<file path="src/rtl/timing_sequencer.sv">
// Instruction-cycle timing generator: one-hot T0..T7, sequence counter, memory handshake stall.
// Optional interrupt cycle enabled by defining INTR_CYCLE_EN.
module timing_sequencer #(
   parameter int SC_W     = 3,
   parameter int MAX_WAIT = 15
) (
   input  logic                 clk,
   input  logic                 rst_n,
   input  logic                 start,
   input  logic [7:0]           d,
   input  logic                 i_bit,
   input  logic                 hlt,
   input  logic                 mem_ack,
`ifdef INTR_CYCLE_EN
   input  logic                 ien,
   input  logic                 fgi,
   input  logic                 fgo,
   output logic                 r_cycle,
`endif
   output logic [2**SC_W-1:0]   t,
   output logic [SC_W-1:0]      sc,
   output logic                 mem_req,
   output logic                 mem_we,
   output logic                 instr_done,
   output logic                 decode_err,
   output logic                 mem_timeout,
   output logic                 running
);

   typedef enum logic [1:0] {ST_IDLE, ST_RUN, ST_HALTED} state_t;

   localparam int WAIT_W = (MAX_WAIT < 2) ? 1 : $clog2(MAX_WAIT);

   state_t            r_state, w_next_state;
   logic [SC_W-1:0]   r_sc;
   logic [WAIT_W-1:0] r_wait;
   logic              r_timeout;
   logic              r_r;
   logic              w_run, w_req, w_we, w_stall, w_end_pt, w_done, w_err;
   logic              w_halt_req, w_timeout_hit, w_onehot;

   // NOTE: state lives in always_ff with non-blocking assignments and an async active-low reset.
   always_ff @(posedge clk or negedge rst_n) begin
      if (!rst_n) r_state <= ST_IDLE;
      else        r_state <= w_next_state;
   end

   // NOTE: every always_comb output gets a default first so no latch is inferred.
   always_comb begin
      w_next_state = r_state;
      case (r_state)
         ST_IDLE:   if (start) w_next_state = ST_RUN;
         ST_RUN:    if (w_halt_req || w_timeout_hit) w_next_state = ST_HALTED;
         ST_HALTED: if (start) w_next_state = ST_IDLE;
         default:   w_next_state = ST_IDLE;
      endcase
   end

   always_comb begin
      w_run = (r_state == ST_RUN);
      t     = '0;
      if (w_run) t[r_sc] = 1'b1;
   end

   // Memory step decode; in an interrupt cycle only T1 touches memory (write of return address).
   always_comb begin
      w_req = 1'b0;
      w_we  = 1'b0;
      if (w_run) begin
         if (r_r) begin
            if (r_sc == SC_W'(1)) begin
               w_req = 1'b1;
               w_we  = 1'b1;
            end
         end else begin
            case (r_sc)
               SC_W'(1): w_req = 1'b1;
               SC_W'(3): w_req = ~d[7] & i_bit;
               SC_W'(4): begin
                  w_req = d[0] | d[1] | d[2] | d[3] | d[5] | d[6];
                  w_we  = d[3] | d[5];
               end
               SC_W'(6): begin
                  w_req = d[6];
                  w_we  = d[6];
               end
               default: ;
            endcase
         end
      end
   end

   assign w_stall  = w_req & ~mem_ack;
   assign w_onehot = (d != 8'h00) && ((d & (d - 8'd1)) == 8'h00);

   assign w_end_pt = r_r ? (r_sc == SC_W'(2))
                         : ((r_sc == SC_W'(3)) & d[7])
                         | ((r_sc == SC_W'(4)) & (d[3] | d[4]))
                         | ((r_sc == SC_W'(5)) & (d[0] | d[1] | d[2] | d[5]))
                         | ((r_sc == SC_W'(6)) & d[6]);

   assign w_done        = w_run & w_end_pt & ~w_stall;
   assign w_err         = w_run & ~r_r & (((r_sc == SC_W'(2)) & ~w_onehot) | (r_sc > SC_W'(6)));
   assign w_halt_req    = w_done & ~r_r & (r_sc == SC_W'(3)) & d[7] & ~i_bit & hlt;
   assign w_timeout_hit = (MAX_WAIT != 0) && w_run && w_stall && (r_wait == WAIT_W'(MAX_WAIT - 1));

   always_ff @(posedge clk or negedge rst_n) begin
      if (!rst_n) begin
         r_sc      <= '0;
         r_wait    <= '0;
         r_timeout <= 1'b0;
      end else begin
         if (!w_run || w_done || w_err || w_timeout_hit) r_sc <= '0;
         else if (!w_stall)                              r_sc <= r_sc + 1'b1;

         if (!w_run || !w_stall) r_wait <= '0;
         else                    r_wait <= r_wait + 1'b1;

         if (w_timeout_hit) r_timeout <= 1'b1;
      end
   end

`ifdef INTR_CYCLE_EN
   // R sets only at a normal instruction boundary that keeps running; it clears when the R cycle ends.
   always_ff @(posedge clk or negedge rst_n) begin
      if (!rst_n)                r_r <= 1'b0;
      else if (!w_run)           r_r <= 1'b0;
      else if (w_done && r_r)    r_r <= 1'b0;
      else if (w_done && !w_halt_req && ien && (fgi || fgo)) r_r <= 1'b1;
   end
   assign r_cycle = r_r;
`else
   assign r_r = 1'b0;
`endif

   assign sc          = r_sc;
   assign mem_req     = w_req;
   assign mem_we      = w_we;
   assign instr_done  = w_done;
   assign decode_err  = w_err;
   assign mem_timeout = r_timeout;
   assign running     = w_run;

endmodule

</file>
<file path="config.mk">
export PLATFORM = sky130hd
export DESIGN_NAME = timing_sequencer
export DESIGN_NICKNAME = d
export VERILOG_FILES = /design/src/rtl/timing_sequencer.sv
export SDC_FILE = /design/constraint.sdc
export NUM_CORES = 1
export LEC_CHECK = 0
export ABC_AREA = 1
export ABC_CLOCK_PERIOD_IN_PS = 1600
export BUFFER_PORTS_ARGS = -buffer_cell sky130_fd_sc_hd__buf_2
export CAP_MARGIN = 0
export CORE_MARGIN = 4
export CORE_UTILIZATION = 44
export CTS_CLUSTER_DIAMETER = 30
export DETAILED_ROUTE_END_ITERATION = 10
export HOLD_SLACK_MARGIN = 0.03
export PLACE_DENSITY = 0.79
export SYNTH_ARGS = -nofsm -noshare
export SYNTH_HDL_FRONTEND = slang
export SYNTH_SLANG_ARGS = --single-unit
</file>
<file path="constraint.sdc">
create_clock -name clk -period 1.6 [get_ports clk]
set_input_delay 0.32 -clock clk [delete_from_list [all_inputs] [get_ports clk]]
set_output_delay 0.32 -clock clk [all_outputs]
set_load 0.01 [all_outputs]
</file>
# == After elaboration in Yosys (flattened, before gate mapping) ==
# Index checks and enable logic that the tools add are counted.
# op_classes
addsub,3
order_cmp,3
n_eq_ne,13
n_mux,14
n_bitwise,32
n_reduce_logical,15
# op_table
op,count
$and A1 B1 Y1,14
$or A1 B1 Y1,12
$eq A3 B3 Y1 const B,3
$and A8 B8 Y8,1
$logic_not A8 Y1,1
$mux W8,1
$reduce_bool A8 Y1,1
$sub A8 B1 Y8 const B,1
$eq A3 B2 Y1 const B,2
$mux W2,3
$mux W3,2
$pmux W2 S3,1
$logic_or A1 B1 Y1,5
$not A1 Y1,5
$add A4 B1 Y4 const B,1
$eq A4 B4 Y1 const B,1
$logic_and A1 B1 Y1,4
$lt A3 B4 Y1 const B,1
$mux W4,1
$ne A2 B1 Y1 const B,2
$ne A2 B2 Y1 const B,2
$pmux W1 S4,1
$add A3 B1 Y3 const B,1
$demux W1 S3,1
10 further kinds,13
# word_totals
ff_bits,10
in_bits,14
elab_cells,84

# == Logic depth before layout (Yosys ltp) ==
# logic_depth
word_depth,17
mapped_depth,13
depth_no_buf,13

# == Worst setup path after synthesis ==
# No wires, ideal clock.
# synth_timing
path_kind,register to output
startpoint,"reg r_sc[0], in the netlist sc[0]"
endpoint,out mem_req
arrival_ps,1430
t_required_ps,1280
slack_ps,-150
stages_incl_launch_ff,5
path_buffers,0
path_cell_list,dfrtp_1 > inv_1 > ha_1 > nor2_2 > a21boi_0
# synth_between
elab_chain_len,3
word_cells_on_any_way,6
classes_between,4 x eq/ne; 2 x mux
# synth_rtl
element,line,source
"start, declared",35,logic [SC_W-1:0] r_sc;
"start signal, assigned",114,else if (!w_stall) r_sc <= r_sc + 1'b1;
"$eq A3 B3 Y1, or another cell as far along",76,case (r_sc)
$pmux W1 S4 (*),76,
$mux W1 (*),69,if (w_run) begin
"end, declared",22,"output logic mem_req,"
# Mark *: on every way between the ends. The rest lies on a longest branch, timed or not.

# == Worst setup path after layout ==
# layout_timing
startpoint,"reg r_sc[0], in the netlist sc[0]"
endpoint,out instr_done
# layout_between
elab_chain_len,7
word_cells_on_any_way,18
classes_between,5 x eq/ne; 2 x mux; 11 x bitwise
# layout_rtl
element,line,source
$eq A3 B2 Y1 / $eq A3 B3 Y1 (equally long branches),"76, 97, 98",
"$and A1 B1 Y1, on equally long branches","97, 98",
$or A1 B1 Y1,98,| ((r_sc == SC_W'(4)) & (d[3] | d[4]))
$or A1 B1 Y1,99,| ((r_sc == SC_W'(5)) & (d[0] | d[1] | d[2] | d[5]))
$or A1 B1 Y1,100,| ((r_sc == SC_W'(6)) & d[6]);
$and A1 B1 Y1,102,assign w_done = w_run & w_end_pt & ~w_stall;
$and A1 B1 Y1 (*),102,
"end, declared",24,"output logic instr_done,"
# Marked as above.

==> results_dict.tcl <==
set metrics [dict create \
    insertion_delay_ps 270 \
    floorplan.die_area_mm2 0.00280 \
    power.switching_mw 1.05 \
    drc_violation_count_after_routing 0 \
    finalHoldWorstSlack_ps 305 \
    vias_per_cell 4.90 \
    layout.filler_cells 126 \
    drt-initial-drc-count 15 \
    cts_tree "yes" \
    synth.lib_cells_used.distinct 22 \
    grt_first_pass_wirelength_um 4570 \
    violations "setup timing" \
    path_delay_family "flip-flops" \
    critical_path_max_stage_delay_ps 470 \
    timing.critical_path.from "sc[0]$_DFFE_PN0P_" \
    data_arrival_at_the_endpoint_of_the_critical_path_ps 1690 \
    boundaryPins 31 \
    most_common_cell_after_layout_fill_and_taps_aside "sky130_fd_sc_hd__buf_2" \
    pwr_density_cell_mw_per_mm2 1510 \
    worstMarginPinSlew_ps 244 \
    vdd_drop_max_v 0.00102 \
    outcome "complete, but fails checks" \
    dr_total_vias 1069 \
    cap_violations 0 \
    first_global_vias 1052 \
    cp-start-kind "register" \
    timing.setup.critical_path_class "register to primary output" \
    layout.cells.non_filler 218 \
    grt_setup_unrepaired "true" \
    grt-ovfl-total 0 \
    antenna_left 0 \
    power.sequential.fraction_pct 17.6 \
    timing_max_transition_violations_final 0 \
    finish.net_count 216 \
    routed_wire_length_per_instance_um 13.1 \
    cts_htree_levels 1 \
    die_y_um 52.9 \
    final.min_clock_period_ps 2010 \
    finalWirelength_um 2850 \
    drive_above_1_share_pct 53.9 \
    clk_path_buf_depth 2 \
    setup.worst_path.end_class "primary output" \
    cts.clk_slew.worst_paths_ps 70 \
    final_cell_mix "sky130_fd_sc_hd__buf_2 (29), sky130_fd_sc_hd__nand2_1 (21), sky130_fd_sc_hd__nor2_1 (19), sky130_fd_sc_hd__buf_4 (19), sky130_fd_sc_hd__inv_1 (16)" \
    syn_inst 135 \
    report.final.setup_viol 12 \
    design.core.area_mm2 0.00182 \
    site_row_count 15 \
    ys.warnings.count 0 \
    achievable-frequency_mhz 497 \
    clockRootBuffer "sky130_fd_sc_hd__clkbuf_4" \
    post_synth_instance_area_um2 886 \
    multi_input_comb_area_um2 698 \
    flow.area_growth_from_synthesis_pct 65.1 \
    fin_setup_tns_ps -2090 \
    final_core_util_pct 80.3 \
    sequential_cell_area_um2 253 \
    hp-start "hlt" \
    timing.slew.headroom_pct 83.7 \
    share_clk_of_total_power_pct 10.5 \
    p_int_mw 1.16 \
    timing.critical_path.slowest_stage_cell "sky130_fd_sc_hd__dfrtp_2" \
    numPlacedInstances 206 \
    final_critical_path_setup_slack_ps -412 \
    worstPathBufferInverterCount 2 \
    antenna_found_initial 0 \
    clock_sinks 10 \
    final_count_of_hold_timing_violations 0 \
    grt_start_max_net_pins 11 \
    critical_path.max_fanout 5 \
    yosys_reg_bits 10 \
    period_utilisation_layout_pct 126 \
    postSynthNetCount 157 \
    routabilityCongestion 0.774 \
    initial_core_util_pct 48.7 \
    drt_pass1_iterations 6 \
    post_detailed_placement_half_perimeter_wirelength_um 2030 \
    required_arrival_time_at_the_worst_endpoint_ps 1280 \
    crit_path_cell_trace "ha_4 > ha_4 > nand3_2 > nand2_2 > nor2_4 > nand2_4 > nand3_4 > nand2_2 > inv_2 > buf_6" \
    min_path_type "input port to register" \
    num_antenna_cells 0 \
    total_leakage_power_nw 0.805 \
    track_usage_pct 22.7 \
    floorplan.die.width_um 52.9 \
    power.share.switching_pct 47.6 \
    crit-reg2reg-launch "sc[0]$_DFFE_PN0P_" \
    numCtsBuffers 3 \
    comb_power_share_pct 71.9 \
    synthesis.area_per_instance_um2 6.56 \
    io_buffers 30 \
    skew_ps 8.36 \
    synth.yosys.seq_area_share_pct 28.2 \
]
-- kinds of logic after synthesis --
logic type	count (synthesis)	share of synthesized area, %
simple gates	82	41.9
fa+ha+maj	8	11.3
xor+xnor	3	2.97
compound gates	9	5.79
flops	10	28.2
buf+inv	23	9.74
-- synth_stat cells --
library cell	n	area (um2)
sky130_fd_sc_hd__nor2_2	4	25.0
sky130_fd_sc_hd__inv_1	18	67.6
sky130_fd_sc_hd__inv_2	4	15.0
sky130_fd_sc_hd__nand2_4	1	11.3
sky130_fd_sc_hd__o21ai_0	6	30.0
sky130_fd_sc_hd__clkinv_1	1	3.75
sky130_fd_sc_hd__a21oi_1	1	5.00
sky130_fd_sc_hd__xnor2_1	1	8.76
sky130_fd_sc_hd__nand3_4	1	17.5
sky130_fd_sc_hd__a21oi_2	1	8.76
sky130_fd_sc_hd__a21boi_0	1	7.51
sky130_fd_sc_hd__xor2_1	2	17.5
sky130_fd_sc_hd__nand3b_1	2	15.0
sky130_fd_sc_hd__nand2_1	33	124
sky130_fd_sc_hd__nand4_1	1	6.26
sky130_fd_sc_hd__dfrtp_1	10	250
sky130_fd_sc_hd__nand3_1	9	45.0
sky130_fd_sc_hd__nor3_1	1	5.00
sky130_fd_sc_hd__nand2_2	3	18.8
sky130_fd_sc_hd__and3_1	1	6.26
sky130_fd_sc_hd__nor2_1	26	97.6
sky130_fd_sc_hd__ha_1	8	100
-- worst min-delay path: stages --
cell and delay [ps]:
sky130_fd_sc_hd__buf_2 100, sky130_fd_sc_hd__nand3_4 70, sky130_fd_sc_hd__nand3_2 60
-- layout make-up --
class | count | area share (%)
inverter | 23 | 6.16
clock buffer | 4 | 2.48
timing repair buffer | 54 | 24.2
multi-input combinational | 102 | 47.7
tap | 25 | 2.14
sequential | 10 | 17.3
-- registers in the layout, summed over array words and instances (netlist names) --
signal       flops
r_wait           4
sc               3
r_state          2
mem_timeout      1
-- worst paths after layout --
check                                          to  slack, ps  cells past startpoint
max reg2reg                     sc[0]$_DFFE_PN0P_       -180                     14
max in group asynchronous       sc[1]$_DFFE_PN0P_        910                      2
min reg2reg                   r_wait[0]$_DFF_PN0_        480                      1
min in group asynchronous       sc[2]$_DFFE_PN0P_        470                      2
min                        r_state[1]$_DFFE_PN0P_        310                      3
max                                    instr_done       -410                     10
-- per-layer routing --
layer | track usage [%] | part of all wire [%] | vias up
met5 | 0 | 0 | -
met4 | 9.79 | 3.9 | 0
met3 | 5.63 | 5.0 | 12
met2 | 38.6 | 49 | 38
met1 | 26.9 | 42 | 483
li1 | - | - | 536
-- what timing repair did --
action,CTS,global route
endpoints found under the hold margin,10,0
hold buffers,1,0
buffers inserted,12,2
pin swaps,18,12
endpoints found under the setup margin,16,22
resized for setup,22,23
-- metrics by stage --
step | instance area (um2) | worst slack, ps | power (mW)
final | 1460 | -412 | 2.21
after global routing | 1460 | -482 | 2.40
after CTS | 1400 | -405 | 2.08
after detailed placement | 1220 | -166 | 1.61
after global placement | 1220 | -117 | 1.56
after floorplan | 918 | -83.7 | 1.13
-- power groups by stage --
stage	Combinational, mW	Clock [mW]	Sequential (mW)
floorplan	0.726	0	0.406
global placement	1.19	0	0.373
detailed placement	1.23	0	0.382
CTS	1.46	0.239	0.382
global route	1.75	0.259	0.395
finish	1.59	0.233	0.390
(Power assumes the default switching activity.)
